## config.mk

```make
export PLATFORM = sky130hd
export DESIGN_NAME = issue_scoreboard
export DESIGN_NICKNAME = d
export VERILOG_FILES = /design/src/rtl/issue_scoreboard.sv
export SDC_FILE = /design/constraint.sdc
export NUM_CORES = 1
export LEC_CHECK = 0
export ABC_AREA = 1
export CORE_MARGIN = 2
export CORE_UTILIZATION = 30
export DETAILED_ROUTE_END_ITERATION = 10
export DONT_BUFFER_PORTS = 1
export SYNTH_ARGS = -nofsm -noshare
export SYNTH_HDL_FRONTEND = slang
export SYNTH_SLANG_ARGS = --single-unit
```

## constraint.sdc

```tcl
create_clock -name clk -period 4.6 [get_ports clk]
set_clock_uncertainty 0.2 [all_clocks]
set_input_delay 0.92 -clock clk [delete_from_list [all_inputs] [get_ports clk]]
set_output_delay 0.92 -clock clk [all_outputs]
set_load 0.1 [all_outputs]
```

## src/rtl/issue_scoreboard.sv

```systemverilog
// In-order issue controller: RAW/WAW hazard check against a 32-entry register scoreboard,
// one dispatch per cycle to alu/mul/jmp/mem, and a flush drain that waits for in-flight results.

package exut;
  typedef enum logic [1:0] {
    EXU_ALU = 2'd0,
    EXU_MUL = 2'd1,
    EXU_JMP = 2'd2,
    EXU_MEM = 2'd3
  } exe_unit_type_t;
endpackage

package ctrl_sigs;
  localparam int unsigned REG_W = 5;
  localparam int unsigned OP_W  = 7;
  localparam int unsigned IMM_W = 23;

  // 50-bit decode queue entry
  typedef struct packed {
    exut::exe_unit_type_t exu_type;
    logic [OP_W-1:0]      op;
    logic                 has_rd;
    logic [REG_W-1:0]     rd;
    logic                 has_rs1;
    logic [REG_W-1:0]     rs1;
    logic                 has_rs2;
    logic [REG_W-1:0]     rs2;
    logic [IMM_W-1:0]     imm;
  } queue_item_t;
endpackage

module issue_scoreboard
  import ctrl_sigs::*;
#(
  parameter int unsigned NUM_WB = 2
) (
  input  logic                  clk,
  input  logic                  rst,
  input  logic                  q_valid,
  input  queue_item_t           q_item,
  output logic                  q_deq,
  input  logic [3:0]            exu_ready,
  output logic [3:0]            iss_valid,
  output queue_item_t           iss_item,
  input  logic [NUM_WB-1:0]     wb_valid,
  input  logic [5*NUM_WB-1:0]   wb_rd,
  input  logic                  flush,
  output logic [31:0]           busy,
  output logic                  idle,
  output logic [31:0]           stall_cnt
);

  localparam int unsigned NREG  = 32;
  localparam int unsigned CNT_W = 32;

  typedef enum logic {
    ST_RUN   = 1'b0,
    ST_DRAIN = 1'b1
  } state_t;

  state_t            state_q, state_d;
  logic [NREG-1:0]   clr_mask;
  logic [NREG-1:0]   set_mask;
  logic [NREG-1:0]   eff_busy;
  logic [NREG-1:0]   busy_n;
  logic              raw1, raw2, waw;
  logic              unit_ready;
  logic              fire;
  logic              stall_inc;

  // Writeback clears; x0 is never tracked
  always_comb begin
    clr_mask = '0;
    for (int unsigned k = 0; k < NUM_WB; k++) begin
      if (wb_valid[k]) clr_mask[wb_rd[REG_W*k +: REG_W]] = 1'b1;
    end
    clr_mask[0] = 1'b0;
  end

  // Same-cycle writeback bypass into the hazard check
  assign eff_busy   = busy & ~clr_mask;
  assign raw1       = q_item.has_rs1 && (q_item.rs1 != '0) && eff_busy[q_item.rs1];
  assign raw2       = q_item.has_rs2 && (q_item.rs2 != '0) && eff_busy[q_item.rs2];
  assign waw        = q_item.has_rd  && (q_item.rd  != '0) && eff_busy[q_item.rd];
  assign unit_ready = exu_ready[2'(q_item.exu_type)];

  // Next-state, issue and scoreboard set
  always_comb begin
    state_d  = state_q;
    fire     = 1'b0;
    set_mask = '0;
    case (state_q)
      ST_RUN: begin
        fire = !rst && q_valid && !flush && unit_ready && !raw1 && !raw2 && !waw;
        if (fire && q_item.has_rd && (q_item.rd != '0)) set_mask[q_item.rd] = 1'b1;
        if (flush && (eff_busy != '0)) state_d = ST_DRAIN;
      end
      ST_DRAIN: begin
        if (eff_busy == '0) state_d = ST_RUN;
      end
      default: state_d = ST_RUN;
    endcase
  end

  assign busy_n    = eff_busy | set_mask;
  assign stall_inc = (state_q == ST_RUN) && q_valid && !flush && !fire;

  assign q_deq     = fire;
  assign iss_valid = fire ? (4'(1) << q_item.exu_type) : 4'b0000;
  assign iss_item  = q_item;
  assign idle      = (state_q == ST_RUN) && (busy == '0);

  always_ff @(posedge clk or posedge rst) begin
    if (rst) begin
      state_q   <= ST_RUN;
      busy      <= '0;
      stall_cnt <= '0;
    end else begin
      state_q <= state_d;
      busy    <= busy_n;
      if (stall_inc && (stall_cnt != {CNT_W{1'b1}})) stall_cnt <= stall_cnt + CNT_W'(1);
    end
  end

endmodule

```

== After elaboration in Yosys (flattened, before gate mapping) ==
Cells that the tools add are included.
Cells by class
  add/sub/neg operators: 1
  magnitude comparators: 9
  equality and inequality tests: 1
  shifts and indexed selects: 1
  mux-type cells: 23
  bitwise gates (word level): 5
  reduce and logical (&&, ||, !) cells: 35
Operators by type and width (number)
  $mux W32: 4
  $logic_not A32 Y1: 2
  $or A32 B32 Y32: 2
  $add A32 B1 Y32 const B: 1
  $and A32 B32 Y32: 1
  $ne A32 B32 Y1 const B: 1
  $not A32 Y32: 1
  $reduce_bool A32 Y1: 1
  $lt A5 B6 Y1 const B: 5
  $logic_and A1 B1 Y1: 23
  $bmux W1 S5: 3
  $demux W1 S5: 3
  $ge A5 B1 Y1 const B: 3
  $reduce_bool A5 Y1: 3
  $mux W1: 10
  $logic_not A1 Y1: 6
  $mux W4: 1
  $shl A1 B2 Y4 const A: 1
  $lt A2 B3 Y1 const B: 1
  $bmux W1 S2: 1
  $pmux W1 S2: 1
  $not A1 Y1: 1
Word-level totals
  register bits: 65
  output and inout port bits: 120
  word-level logic and storage cells: 78

== Logic depth before layout (Yosys ltp) ==
  word-level depth: 21
  depth in mapped cells: 18
  mapped depth without buffers: 17

== Worst setup path before layout ==
Ideal clock, no wire load.
  kind: input to output
  start point: in rst
  end point: out iss_valid[0]
  arrival time: 4373 ps
  data required time: 3480 ps
  path slack: -893 ps
  stages on the path: 7
  path buffers: 0
  cell sequence: inv_1 nand2_1 nor3_1 nand2_1 nor2_4 nand3_1 nor2_1
On the way
  cells in the longest elaborated chain, start to end: 9
RTL lines
  start, declared: line 38  | input logic rst,
  $logic_not A1 Y1 (no source line)
  $logic_and A1 B1 Y1 (6 in series): line 94  | fire = !rst && q_valid && !flush && unit_ready && !raw1 && !raw2 && !waw;
  $mux W1: line 92  | case (state_q)
  $mux W4: line 109  | assign iss_valid = fire ? (4'(1) << q_item.exu_type) : 4'b0000;
  end, declared: line 43  | output logic [3:0] iss_valid,
No other way between the ends.

== Final worst setup path ==
  start point: in wb_rd[1]
  end point: out iss_valid[1]
On the way
  cells in the longest elaborated chain, start to end: 18
  elaborated cells between the ends (all ways): 27
  those cells by class: order compare (2); mux (12); bitwise (3); reduce/logical (10)
RTL lines
  start, declared: line 46  | input logic [5*NUM_WB-1:0] wb_rd,
  $lt A5 B6 Y1 (implied by the code) or $ge A5 B1 Y1 (tied branches): line 75  | if (wb_valid[k]) clr_mask[wb_rd[REG_W*k +: REG_W]] = 1'b1;
  $logic_and A1 B1 Y1 (implied by the code): line 75
  $mux W1 (implied by the code): line 75
  $demux W1 S5 (*): line 75
  $mux W32 (*): line 75
  $or A32 B32 Y32 (no source line)
  $mux W32 (*): line 75
  $not A32 Y32 (*): line 81  | assign eff_busy = busy & ~clr_mask;
  $and A32 B32 Y32 (*): line 81
  $bmux W1 S5: line 82  | assign raw1 = q_item.has_rs1 && (q_item.rs1 != '0) && eff_busy[q_item.rs1];
  $mux W1 (implied by the code): line 82
  $logic_and A1 B1 Y1: line 82
  $logic_not A1 Y1: line 94
  $logic_and A1 B1 Y1 (2 in series): line 94
  $logic_and A1 B1 Y1 (*): line 94
  $mux W1 (*): line 92
  $mux W4 (*): line 109
Every way passes the cells marked *; elsewhere a longest branch is shown, timed or not. The select of a mux whose other input is x is not followed.

==> results.sh <==
export IMPL_status="completed"
export IMPL_rsz0062_at_grt="false"
export IMPL_hold_viol=0
export IMPL_fin_crit_sh_pct=90.4
export IMPL_placementRows=51
export IMPL_worstMarginPinSlew_ps=903
export IMPL_io_pins=190
export IMPL_portBuffers=0
export IMPL_synth_top_family_by_area="simple AND/OR/NAND/NOR gates"
export IMPL_cts_sinks=65
export IMPL_detail_route_first_pass_iterations=6
export IMPL_final_antenna_net_count=0
export IMPL_synth_fp_nets=1032
export IMPL_synth_edf_count=0
export IMPL_max_slew_margin_rel_pct=39.8
export IMPL_setup_viol=0
export IMPL_place_gp_congestion=0.918
export IMPL_hold_path_class="reg2reg"
export IMPL_routed_via_density=5.15
export IMPL_postCtsResizedCells=0
export IMPL_yosys_area_share_simple_pct=52.4
export IMPL_async_reset_ff_share_pct=100
export IMPL_seq_area_frac_synth_pct=27.2
export IMPL_die_area_um2=21100
export IMPL_cts_buffers=9
export IMPL_ir_worst_vdd_v=0.000265
export IMPL_end_kind="primary output"
export IMPL_die_y_um=145
export IMPL_drtIter0Drc=738
export IMPL_cap_violations=0
export IMPL_arrival_ps=3040
export IMPL_powerDensity_nw_per_um2=292
export IMPL_dp_hpwl_mm=16.4
export IMPL_final_max_slew_viol_count=0
export IMPL_synth_area_per_cell_um2=6.22
export IMPL_ys_seq_elements=65
export IMPL_drive_gt1_share_pct=13.7
export IMPL_synthesis_instances=961
export IMPL_post_cts_buffers=0
export IMPL_synth_area_um2=5980
export IMPL_clk_latency_ps=340
export IMPL_yosysTopAreaCellShare_pct=27.2
export IMPL_cp_max_fo=7
export IMPL_dominantRegCellSynth="dfrtp_1"
export IMPL_syn2layout_area_growth_pct=13.7
export IMPL_yosysWarnings=0
export IMPL_wl_per_cell_um=17.4
export IMPL_synth_area_leaders="dfrtp_1, nand2_1, nand3_1, nand4_1, nor2_1"
export IMPL_leakage_nw=3.35
export IMPL_antenna_found_initial=0
export IMPL_fin_crit_ps=4160
export IMPL_drc_errors=0
export IMPL_ys_types=33
export IMPL_path_clk_slew_ps=60
export IMPL_die_w_um=145
export IMPL_grt_max_degree=66
export IMPL_cp_data_required_time_ps=3480
export IMPL_nets=1045
export IMPL_grt_pass1_wl_mm=34.3
export IMPL_vias=6407
export IMPL_synth_xor_area_share_pct=4.40
export IMPL_path_class="in2out"
export IMPL_grt_pass1_vias=6161
export IMPL_synthAdderAreaFrac_pct=0.209
export IMPL_fillers=2174
export IMPL_htreeDepth=3
export IMPL_crit_path_start_kind="input port"
export IMPL_initial_core_util_pct=30.6
export IMPL_p_total_w=0.00199
export IMPL_place_ws_ps=433
export IMPL_grtUsageTotal_pct=20.3
export IMPL_synth_compound_area_share_pct=1.65
export IMPL_overflow=0
export IMPL_synth_area_leader_cell="dfrtp_1"
export IMPL_synthMuxAreaShare_pct=0
export IMPL_clockRootBuffer="clkbuf_16"
export IMPL_fmax_mhz=240
export IMPL_cts_buffer_depth=2
export IMPL_worst_slack_ps=440
export IMPL_tritoncts="done"
export IMPL_routed_wirelength_mm=21.6
export IMPL_core_area_um2=19500
export IMPL_cts_hold_buf=0
==> state kept, by name (all words and copies together), names as in the netlist <==
| signal | count |
|---|---|
| busy | 32 |
| stall_cnt | 32 |
| state_q | 1 |
==> power breakdown <==
| part | leakage, nW | internal, W | switching (W) |
|---|---|---|---|
| Clock | 0.158 | 0.000502 | 0.000271 |
| Sequential | 0.896 | 0.000600 | 0.0000160 |
| Combinational | 2.29 | 0.000130 | 0.000467 |
==> final timing paths <==
path | endpoint | depth (start not counted) | slack (ps) | from
max in group asynchronous | stall_cnt[7] | 2 | 2990 | rst
max | iss_valid[1] | 16 | 440 | wb_rd[1]
min in group asynchronous | busy[29] | 2 | 630 | rst
min reg2reg | busy[0] | 1 | 510 | busy[0]
max reg2reg | stall_cnt[7] | 14 | 1400 | stall_cnt[3]
min | busy[0] | 1 | 510 | busy[0]
==> placed cells by master, fill, tap and decap left out, drive strengths merged, types with 8 or more instances in the layout <==
cell type  netlist  routed
dfrtp           65      65
nand4           64      64
nor3            30      30
inv             81      80
nand3          116     116
nor2           110     110
nor4            18      18
xor2            24      24
buf             73      78
nand2          350     350
clkbuf           3      11
a21oi            8       8
==> per-layer routing <==
metal / vias up / wire length (µm) / GRT usage [%]
li1: 3103 / - / -
met1: 2953 / 8970 / 26.2
met2: 321 / 9900 / 32.3
met3: 30 / 2330 / 6.13
met4: 0 / 432 / 6.62
met5: - / 0 / 0
==> cells in the mapped netlist (5+ instances only) <==
library cell	n
buf_1	5
nor2_1	101
nand2_1	347
dfrtp_1	65
buf_2	12
inv_1	77
nand3_1	102
nand3_2	13
xor2_1	24
a21oi_1	7
buf_4	50
xnor2_1	6
nor4_1	18
nand4_1	64
nor2_2	5
nor3_1	26
buf_6	6
==> worst max-delay path, cell delays in order <==
cell	delay [ps]
inv_1	50
nand2_1	60
nor2_2	290
nand2_1	130
nand3_1	270
nand2_1	90
nand2_1	80
o21ai_0	90
nand3_1	90
nor2_1	60
nand2_1	60
nand2_1	70
nor2_4	120
nand3_1	230
nor2_2	220
buf_12	190
==> kinds of logic (layout without fill, tap and decap cells) <==
group | count (synthesis) | in the layout
compound gates | 17 | 17
xor+xnor | 30 | 30
fa+ha+maj | 1 | 1
buf+inv | 159 | 176
flops | 65 | 65
other cells | 0 | 1
simple gates | 689 | 689
==> final cells by class <==
type,instances,area [µm²],area share [%]
Multi-Input combinational cell,737,3520,51.8
Sequential cell,65,1630,23.9
Timing Repair Buffer,78,668,9.84
Tap cell,265,332,4.88
Inverter,83,315,4.64
Clock buffer,11,253,3.72
Clock inverter,4,76.3,1.12
Antenna cell,1,2.50,0.0368
==> stage by stage <==
step / setup TNS (ps) / hold slack, ps / instance area [µm²] / std cells / util (%)
after CTS: 0 / 508 / 6790 / 1243 / 34.8
after floorplan: -778 / 327 / 5980 / 961 / -
after global routing: 0 / 518 / 6790 / 1243 / 34.8
final: 0 / 509 / 6790 / 1244 / 34.8
after detailed placement: 0 / 499 / 6460 / 1228 / 33.1
after global placement: 0 / 497 / 6460 / 1228 / 33.1
Note: power is estimated with default switching activity, not from simulation.
